### config.mk
export PLATFORM = sky130hd
export DESIGN_NAME = ahb_lite_cmd_master
export DESIGN_NICKNAME = d
export VERILOG_FILES = /design/src/rtl/gpio_ahb_pkg.sv /design/src/rtl/ahb_wait_watchdog.sv /design/src/rtl/ahb_lite_cmd_master.sv
export SDC_FILE = /design/constraint.sdc
export NUM_CORES = 1
export LEC_CHECK = 0
export CORE_AREA = 2 2 100 102
export DETAILED_ROUTE_END_ITERATION = 16
export DIE_AREA = 0 0 102 104
export DONT_BUFFER_PORTS = 1
export PLACE_DENSITY = 0.77
export SLEW_MARGIN = 15
export SYNTH_ARGS = -nofsm -noshare
export SYNTH_HDL_FRONTEND = slang
export SYNTH_SLANG_ARGS = --single-unit
### constraint.sdc
create_clock -name HCLK -period 1.5 [get_ports HCLK]
set_input_delay 0.075 -clock HCLK [delete_from_list [all_inputs] [get_ports HCLK]]
set_output_delay 0.075 -clock HCLK [all_outputs]
set_load 0.05 [all_outputs]
### src/rtl/gpio_ahb_pkg.sv
// Shared AHB-lite types and GPIO register map for the command master and its bench.
package gpio_ahb_pkg;

  localparam int unsigned AHB_ADDR_W = 32;
  localparam int unsigned AHB_DATA_W = 32;

  typedef enum logic [1:0] {
    IDLE   = 2'b00,
    BUSY   = 2'b01,
    NONSEQ = 2'b10,
    SEQ    = 2'b11
  } htrans_t;

  typedef struct packed {
    logic                  write;
    logic [AHB_ADDR_W-1:0] addr;
    logic [AHB_DATA_W-1:0] wdata;
  } ahb_cmd_t;

  localparam logic [AHB_ADDR_W-1:0] GPIO_DATA_OFS = 32'h0000_0000;
  localparam logic [AHB_ADDR_W-1:0] GPIO_DIR_OFS  = 32'h0000_0004;
  localparam logic [AHB_ADDR_W-1:0] GPIO_SET_OFS  = 32'h0000_0008;
  localparam logic [AHB_ADDR_W-1:0] GPIO_CLR_OFS  = 32'h0000_000C;

endpackage

### src/rtl/ahb_wait_watchdog.sv
// Counts consecutive stalled data-phase edges and raises a sticky timeout flag
// once WAIT_LIMIT is reached; the stalled transfer itself is left alone.
module ahb_wait_watchdog #(
  parameter int unsigned WAIT_LIMIT = 16
) (
  input  logic HCLK,
  input  logic HRESETn,
  input  logic active,
  input  logic ready,
  output logic timeout
);

  localparam logic [7:0] LP_LIMIT    = 8'(WAIT_LIMIT);
  localparam logic [7:0] LP_LIMIT_M1 = 8'(WAIT_LIMIT - 1);

  logic [7:0] r_cnt;
  logic       r_timeout;
  logic       w_stall;

  assign w_stall = active && !ready;
  assign timeout = r_timeout;

  always_ff @(posedge HCLK or negedge HRESETn) begin
    if (!HRESETn) begin
      r_cnt     <= '0;
      r_timeout <= 1'b0;
    end else if (w_stall) begin
      if (r_cnt != LP_LIMIT) r_cnt <= r_cnt + 8'd1;
      // r_cnt saturates at the limit, so >= covers the edge that reaches it and later ones
      if (r_cnt >= LP_LIMIT_M1) r_timeout <= 1'b1;
    end else if (ready) begin
      r_cnt <= '0;
    end
  end

endmodule

### src/rtl/ahb_lite_cmd_master.sv
// Single-master AHB-lite initiator: valid/ready commands become pipelined
// single NONSEQ transfers with an address stage (A) and a data stage (D).
module ahb_lite_cmd_master
  import gpio_ahb_pkg::*;
#(
  parameter int unsigned ADDR_W     = 32,
  parameter int unsigned DATA_W     = 32,
  parameter int unsigned WAIT_LIMIT = 16
) (
  input  logic              HCLK,
  input  logic              HRESETn,
  input  logic              cmd_valid,
  output logic              cmd_ready,
  input  logic              cmd_write,
  input  logic [ADDR_W-1:0] cmd_addr,
  input  logic [DATA_W-1:0] cmd_wdata,
  output logic              rsp_valid,
  output logic              rsp_write,
  output logic [DATA_W-1:0] rsp_rdata,
  output logic              timeout_err,
  output logic [ADDR_W-1:0] HADDR,
  output logic [1:0]        HTRANS,
  output logic              HWRITE,
  output logic              HSEL,
  output logic [DATA_W-1:0] HWDATA,
  output logic              HREADY,
  input  logic              HREADYOUT,
  input  logic [DATA_W-1:0] HRDATA
);

  logic              r_a_valid;
  logic              r_a_write;
  logic [ADDR_W-1:0] r_a_addr;
  logic [DATA_W-1:0] r_a_wdata;
  logic              r_d_valid;
  logic              r_d_write;
  logic [DATA_W-1:0] r_hwdata;
  logic              r_rsp_valid;
  logic              r_rsp_write;
  logic [DATA_W-1:0] r_rsp_rdata;

  logic w_accept;
  logic w_complete;
  logic w_timeout;

  // A may be refilled while the slave stalls as long as it is empty
  assign cmd_ready  = !r_a_valid || HREADYOUT;
  assign w_accept   = cmd_valid && cmd_ready;
  assign w_complete = r_d_valid && HREADYOUT;

  assign HREADY      = HREADYOUT;
  assign HTRANS      = r_a_valid ? NONSEQ : IDLE;
  assign HSEL        = r_a_valid;
  assign HADDR       = r_a_addr;
  assign HWRITE      = r_a_write;
  assign HWDATA      = r_hwdata;
  assign rsp_valid   = r_rsp_valid;
  assign rsp_write   = r_rsp_write;
  assign rsp_rdata   = r_rsp_rdata;
  assign timeout_err = w_timeout;

  always_ff @(posedge HCLK or negedge HRESETn) begin
    if (!HRESETn) begin
      r_a_valid   <= 1'b0;
      r_a_write   <= 1'b0;
      r_a_addr    <= '0;
      r_a_wdata   <= '0;
      r_d_valid   <= 1'b0;
      r_d_write   <= 1'b0;
      r_hwdata    <= '0;
      r_rsp_valid <= 1'b0;
      r_rsp_write <= 1'b0;
      r_rsp_rdata <= '0;
    end else begin
      r_rsp_valid <= w_complete;
      if (w_complete) begin
        r_rsp_write <= r_d_write;
        r_rsp_rdata <= r_d_write ? '0 : HRDATA;
      end

      if (HREADYOUT) begin
        r_d_valid <= r_a_valid;
        // HWDATA keeps its last value when the data stage drains
        if (r_a_valid) begin
          r_d_write <= r_a_write;
          r_hwdata  <= r_a_wdata;
        end
      end

      if (w_accept) begin
        r_a_valid <= 1'b1;
        r_a_write <= cmd_write;
        r_a_addr  <= cmd_addr;
        r_a_wdata <= cmd_wdata;
      end else if (HREADYOUT) begin
        r_a_valid <= 1'b0;
      end
    end
  end

  ahb_wait_watchdog #(
    .WAIT_LIMIT (WAIT_LIMIT)
  ) u_wdog (
    .HCLK    (HCLK),
    .HRESETn (HRESETn),
    .active  (r_d_valid),
    .ready   (HREADYOUT),
    .timeout (w_timeout)
  );

endmodule

==> results of run 1 <==
worst max-delay path by stage:
stage | startpoint | end
floorplan | HSEL$_DFFE_PN0P_ | HADDR[10]$_DFFE_PN0P_
global placement | u_wdog.r_cnt[1]$_DFFE_PN0P_ | u_wdog.r_cnt[0]$_DFFE_PN0P_
detailed placement | u_wdog.r_cnt[6]$_DFFE_PN0P_ | u_wdog.r_cnt[0]$_DFFE_PN0P_
CTS | u_wdog.r_cnt[1]$_DFFE_PN0P_ | u_wdog.r_cnt[0]$_DFFE_PN0P_
global route | HREADYOUT | cmd_ready
finish | HREADYOUT | HADDR[3]$_DFFE_PN0P_
per-layer routing:
layer | up-vias | track usage [%]
met5 | - | 0
met4 | 0 | 11.1
met3 | 39 | 10.1
met2 | 208 | 52.1
met1 | 1943 | 33.6
li1 | 1750 | -
power by group through the flow:
stage,clock (mW),sequential [mW],combinational (mW)
global placement,0,5.51,3.22
floorplan,0,6.84,1.04
CTS,4.29,5.52,3.53
global route,4.52,5.64,3.73
detailed placement,0,5.56,3.28
finish,4.28,5.56,3.59
cells in the mapped netlist (all sizes together) (2+ instances only):
master	count
nor3	3
a21oi	2
nand2b	39
buf	16
mux2i	3
nand3	2
inv	5
nor2	4
o21ai	33
dfrtp	143
clkbuf	9
nand2	40
nand4	3
ha	2
xor2	2
mux2	100
stage by stage:
stage	TNS [ns]	instance area, um^2	hold slack [ns]	std cells
2_1_floorplan	-3.04	5850	-0.221	413
5_1_grt	0	8150	-0.788	737
3_3_place_gp	0	6550	-0.218	606
3_5_place_dp	-0.00626	6550	-0.218	606
6_report	0	8150	-0.757	737
4_1_cts	0	8140	-0.779	737
flip-flops by register name (all words and copies together) (netlist names):
signal	cells
HADDR	32
HSEL	1
HWDATA	32
HWRITE	1
r_a_wdata	32
r_d_valid	1
r_d_write	1
rsp_rdata	32
rsp_valid	1
rsp_write	1
u_wdog.r_cnt	8
u_wdog.timeout	1
repair_timing:
action	CTS	global route
endpoints found under the setup margin	1	1
endpoints found under the hold margin	253	143
gates resized for setup	1	1
logic make-up after synthesis:
group / after synthesis / synth area share [%]
mux: 103 / 23.1
flops: 143 / 61.5
compound gates: 38 / 3.46
buf+inv: 30 / 2.97
simple gates: 94 / 8.19
xor+xnor: 2 / 0.301
fa+ha+maj: 2 / 0.430
other cells: 1 / 0.0644
final cells by class:
class,instances,share of cell area [%]
Tap cell,133,2.04
Inverter,5,0.230
Multi-Input combinational cell,240,25.7
Sequential cell,143,43.9
Clock inverter,10,1.64
Timing Repair Buffer,184,20.8
Clock buffer,22,5.68
==> impl_metrics.py, run 1 <==
metrics = {
    "drt": {
        "ant_nets": 0,
        "dr_wl_met3_um": 1160,
        "dr.max_layer_used": "met4",
        "wl_per_cell_um": 20.9,
        "met2_length_um": 8140,
        "avgViaCountPerCell": 5.35,
        "first_pass_iters": 4,
        "met1Wirelength_um": 5700,
        "wirelength_um": 15400,
        "dr_total_vias": 3940,
        "drc_errors": 0,
        "drt_iter0_drc": 203,
    },
    "floorplanning": {
        "rows": 36,
        "core_um2": 9550,
        "die_h_um": 104,
        "die_x_um": 102,
        "io_pins": 206,
        "die-area_um2": 10600,
        "start_util_pct": 60.9,
    },
    "synth": {
        "synth_flop_cell": "dfrtp_1",
        "synth_top_area_share_pct": 61.5,
        "synth_nets": 516,
        "synthDistinctLibCells": 28,
        "syn_avg_cell_area_um2": 14.1,
        "synth_cells": 413,
        "synth_edf_count": 0,
        "ys_ff_latch": 143,
        "yosys-top-cells-area": "dfrtp_1 (61%), mux2_4 (13%), mux2_2 (9.7%), nand2b_1 (4.1%), o21ai_0 (2.8%)",
        "synthArstFlopShare_pct": 100,
        "netlist.top_cell.by_area": "dfrtp_1",
        "syn_area_um2": 5820,
        "yosys_warnings": 0,
        "synth_seq_area_share_pct": 61.5,
    },
    "global_route": {
        "grt_start_max_net_pins": 144,
        "grt.overflow.total": 0,
        "grt_pass1_vias": 4377,
        "grtUsageTotal_pct": 29.9,
        "antenna_found_initial": 0,
        "grt_pass1_wl_um": 23600,
    },
    "clock_tree": {
        "cts_tree": "built",
        "cts.sinks": 143,
        "cts-buffers-inserted": 17,
        "post_cts_buffers": 0,
        "clock_path_buffers": 2,
        "cts_hold_buf": 99,
        "clkLatencyLatePin_ns": 0.52,
        "cts_root_buf": "clkbuf_8",
        "htree_levels": 4,
        "path_clk_slew_ns": 0.06,
    },
    "worst_setup_path": {
        "r2r_end": "u_wdog.r_cnt[0]$_DFFE_PN0P_",
        "cp.depth": 5,
        "critPathLaunchType": "input port",
        "crit_slowest_cell": "dlygate4sd3_1",
        "crit_chain": "dlygate4sd3_1, nand2b_4, nand2_4, buf_4, mux2_4",
        "crit_family": "buffers and inverters",
        "cp-end-kind": "flop",
        "cp_slowest_stage_delay_ns": 0.82,
        "path_buf_inv": 2,
        "reg2reg_slack_ns": 0.10,
        "reg2reg_depth": 4,
        "cp_data_required_time_ns": 1.91,
        "arrival_ns": 1.86,
        "path_max_fanout": 14,
        "worstSetupPathType": "in -> reg",
        "timing.rr.start": "u_wdog.r_cnt[1]$_DFFE_PN0P_",
    },
    "finish": {
        "drive_gt1_share_pct": 36.4,
        "antenna_cells": 0,
        "area_growth_pct": 40.0,
        "fin_nets": 694,
        "mostFrequentLayoutCell": "dfrtp_1",
        "final_cell_mix": "dfrtp_1 (142), dlygate4sd3_1 (99), buf_4 (80), mux2_4 (50), mux2_2 (50)",
        "fin_util_pct": 85.3,
        "n_fill_cell": 439,
        "multi_input_area_um2": 2090,
        "seqCellArea_um2": 3580,
    },
    "sta": {
        "slew_violations": 0,
        "max_slew.worst_pin.slew_ns": 0.859,
        "setup_slack_ns": 0.0468,
        "hold_viol_final": 143,
        "holdWs_ns": -0.757,
        "fmax_ghz": 0.688,
        "rsz0062_at_grt": "no",
        "relSlewSlack_pct": 42.8,
        "setup_viol": 0,
        "fin_crit_ns": 1.45,
        "min_period_over_period_pct": 96.9,
        "finalClockSkew_ns": 0.00645,
    },
    "power": {
        "seq_power_share_pct": 41.4,
        "clockPowerShare_pct": 31.9,
        "totalPowerFinal_mw": 13.4,
        "p_leak_nw": 3.81,
        "internal_power_mw": 8.61,
        "power_switching_mw": 4.82,
        "vdd_drop_max_v": 0.00139,
        "p_comb_share_pct": 26.7,
        "switching_share_pct": 35.9,
        "powerDensity_nw_per_um2": 1650,
    },
    "place": {
        "port_buffers": 0,
        "place_ws_ns": -0.00626,
        "dp_hpwl_um": 8060,
        "gp_congestion": 0.744,
    },
    "outcome": {
        "violations": "hold timing",
        "status": "complete, but fails checks",
    },
    "min_path": {
        "hold_class": "in -> async",
    },
    "run": {
        "maxCapViolCount": 0,
    },
}
Power figures use the tool's default switching activity.
==> inputs of run 2 (changes only) <==
--- a/config.mk
+++ b/config.mk
@@ -5,11 +5,11 @@
 export SDC_FILE = /design/constraint.sdc
 export NUM_CORES = 1
 export LEC_CHECK = 0
-export CORE_AREA = 2 2 100 102
+export CORE_AREA = 2 2 101 103
 export DETAILED_ROUTE_END_ITERATION = 16
-export DIE_AREA = 0 0 102 104
+export DIE_AREA = 0 0 103 105
 export DONT_BUFFER_PORTS = 1
-export PLACE_DENSITY = 0.77
+export PLACE_DENSITY = 0.76
 export SLEW_MARGIN = 15
 export SYNTH_ARGS = -nofsm -noshare
 export SYNTH_HDL_FRONTEND = slang
==> impl_metrics.py, run 2 (synthesis results as in run 1) <==
metrics = {
    "floorplanning": {
        "die_x_um": 103,
        "start_util_pct": 60.4,
        "core_um2": 9640,
        "rows": 36,
        "io_pins": 206,
        "die-area_um2": 10800,
        "die_h_um": 105,
    },
    "sta": {
        "setup_slack_ns": 0.0625,
        "max_slew.worst_pin.slew_ns": 0.815,
        "fmax_ghz": 0.696,
        "hold_viol_final": 143,
        "rsz0062_at_grt": "no",
        "holdWs_ns": -0.745,
        "fin_crit_ns": 1.44,
        "relSlewSlack_pct": 45.7,
        "slew_violations": 0,
        "finalClockSkew_ns": 0.0104,
        "min_period_over_period_pct": 95.8,
        "setup_viol": 0,
        "setup_tns_ns": 0,
    },
    "clock_tree": {
        "cts_root_buf": "clkbuf_8",
        "htree_levels": 4,
        "cts-buffers-inserted": 17,
        "cts.sinks": 143,
        "clock_path_buffers": 2,
        "cts_resized": 0,
        "cts_tree": "built",
        "path_clk_slew_ns": 0.06,
        "cts_hold_buf": 99,
        "clkLatencyLatePin_ns": 0.52,
    },
    "power": {
        "p_leak_nw": 3.77,
        "totalPowerFinal_mw": 13.6,
        "powerDensity_nw_per_um2": 1670,
        "vdd_drop_max_v": 0.00103,
    },
    "outcome": {
        "violations": "hold timing",
        "status": "complete, but fails checks",
    },
    "worst_setup_path": {
        "crit_start": "u_wdog.r_cnt[1]$_DFFE_PN0P_",
        "cp-end-kind": "flop",
        "critPathLaunchType": "flop",
        "timing.rr.start": "u_wdog.r_cnt[1]$_DFFE_PN0P_",
        "reg2reg_slack_ns": 0.06,
        "path_max_fanout": 5,
        "worstSetupPathType": "reg -> reg",
        "cp_data_required_time_ns": 1.90,
        "arrival_ns": 1.83,
    },
    "finish": {
        "area_growth_pct": 39.3,
        "post_layout_nonfiller_instances": 729,
        "mostFrequentLayoutCell": "dfrtp_1",
        "fin_nets": 686,
        "fin_util_pct": 84.1,
        "drive_gt1_share_pct": 35.2,
        "antenna_cells": 0,
        "final_cell_mix": "dfrtp_1 (142), dlygate4sd3_1 (99), buf_4 (73), mux2_4 (50), mux2_2 (50)",
    },
    "drt": {
        "wl_per_cell_um": 19.2,
        "drt_iter0_drc": 125,
        "drc_errors": 0,
        "avgViaCountPerCell": 5.27,
        "dr_total_vias": 3845,
        "wirelength_um": 14000,
        "ant_nets": 0,
        "first_pass_iters": 4,
    },
    "global_route": {
        "grtUsageTotal_pct": 26.8,
        "grt_start_max_net_pins": 144,
        "grt_pass1_vias": 4256,
        "grt_pass1_wl_um": 21700,
        "antenna_found_initial": 0,
        "grt.overflow.total": 0,
    },
    "place": {
        "dp_hpwl_um": 7870,
        "dpl.cell_count": 598,
        "place_ws_ns": 0.0872,
        "port_buffers": 0,
        "gp_congestion": 0.779,
    },
    "min_path": {
        "hold_class": "in -> async",
    },
    "run": {
        "maxCapViolCount": 0,
    },
}
run 2: cell count changes in the layout (fill, tap and decap cells not counted), moves of 2 or more:
cell,previous run,this run
buf_4,80,73
bufinv_16,3,5
clkbuf_8,4,2
clkinv_2,4,0
clkinv_4,0,4
run 2: what timing repair did:
action / 4_1_cts / 5_1_grt
buffers inserted: 0 / 0
setup endpoints to repair: 0 / 0
hold endpoints to repair: 253 / 143
run 2: final timing paths:
| kind | end | depth (start not counted) |
|---|---|---|
| setup / recovery | u_wdog.r_cnt[0]$_DFFE_PN0P_ | 4 |
| hold / removal | r_a_wdata[26]$_DFFE_PN0P_ | 0 |
| setup reg to reg | u_wdog.r_cnt[0]$_DFFE_PN0P_ | 4 |
| hold reg to reg | rsp_rdata[8]$_DFFE_PN0P_ | 2 |
| max in group asynchronous | HWDATA[20]$_DFFE_PN0P_ | 0 |
| min in group HCLK | HREADY | 0 |
run 2: layer usage:
layer | track usage, % | vias up | routed length (um)
met5 | 0 | - | 0
met1 | 28.8 | 1904 | 5170
met4 | 11.9 | 0 | 475
met2 | 47.3 | 160 | 7420
met3 | 8.43 | 41 | 905
li1 | - | 1740 | -
run 2: where the power goes:
group          switching, mW  total [mW]  internal (mW)
Sequential              1.13        5.66           4.53
Clock                   1.64        4.57           2.93
Combinational           1.98        3.34           1.36
Total                   4.75        13.6           8.82
run 2: layout make-up:
type,count,area [um^2]
inverters,5,18.8
multi-input cells,240,2080
fillers,497,1530
clock buffers,20,435
flip-flops and latches,143,3580
clock inverters,12,209
repair buffers,176,1620
well taps,133,166
run 2: metrics by stage:
stage          cell area, um^2  hold WS (ns)
6_report                  8110        -0.745
3_3_place_gp              6470        -0.218
5_1_grt                   8110        -0.776
2_1_floorplan             5850        -0.221
4_1_cts                   8110        -0.767
3_5_place_dp              6470        -0.218
run 2: worst max-delay path, stage by stage (launching register included):
cell     delay [ns]
dfrtp_1        0.42
inv_1          0.06
ha_1           0.20
a41oi_1        0.27
mux2_2         0.37
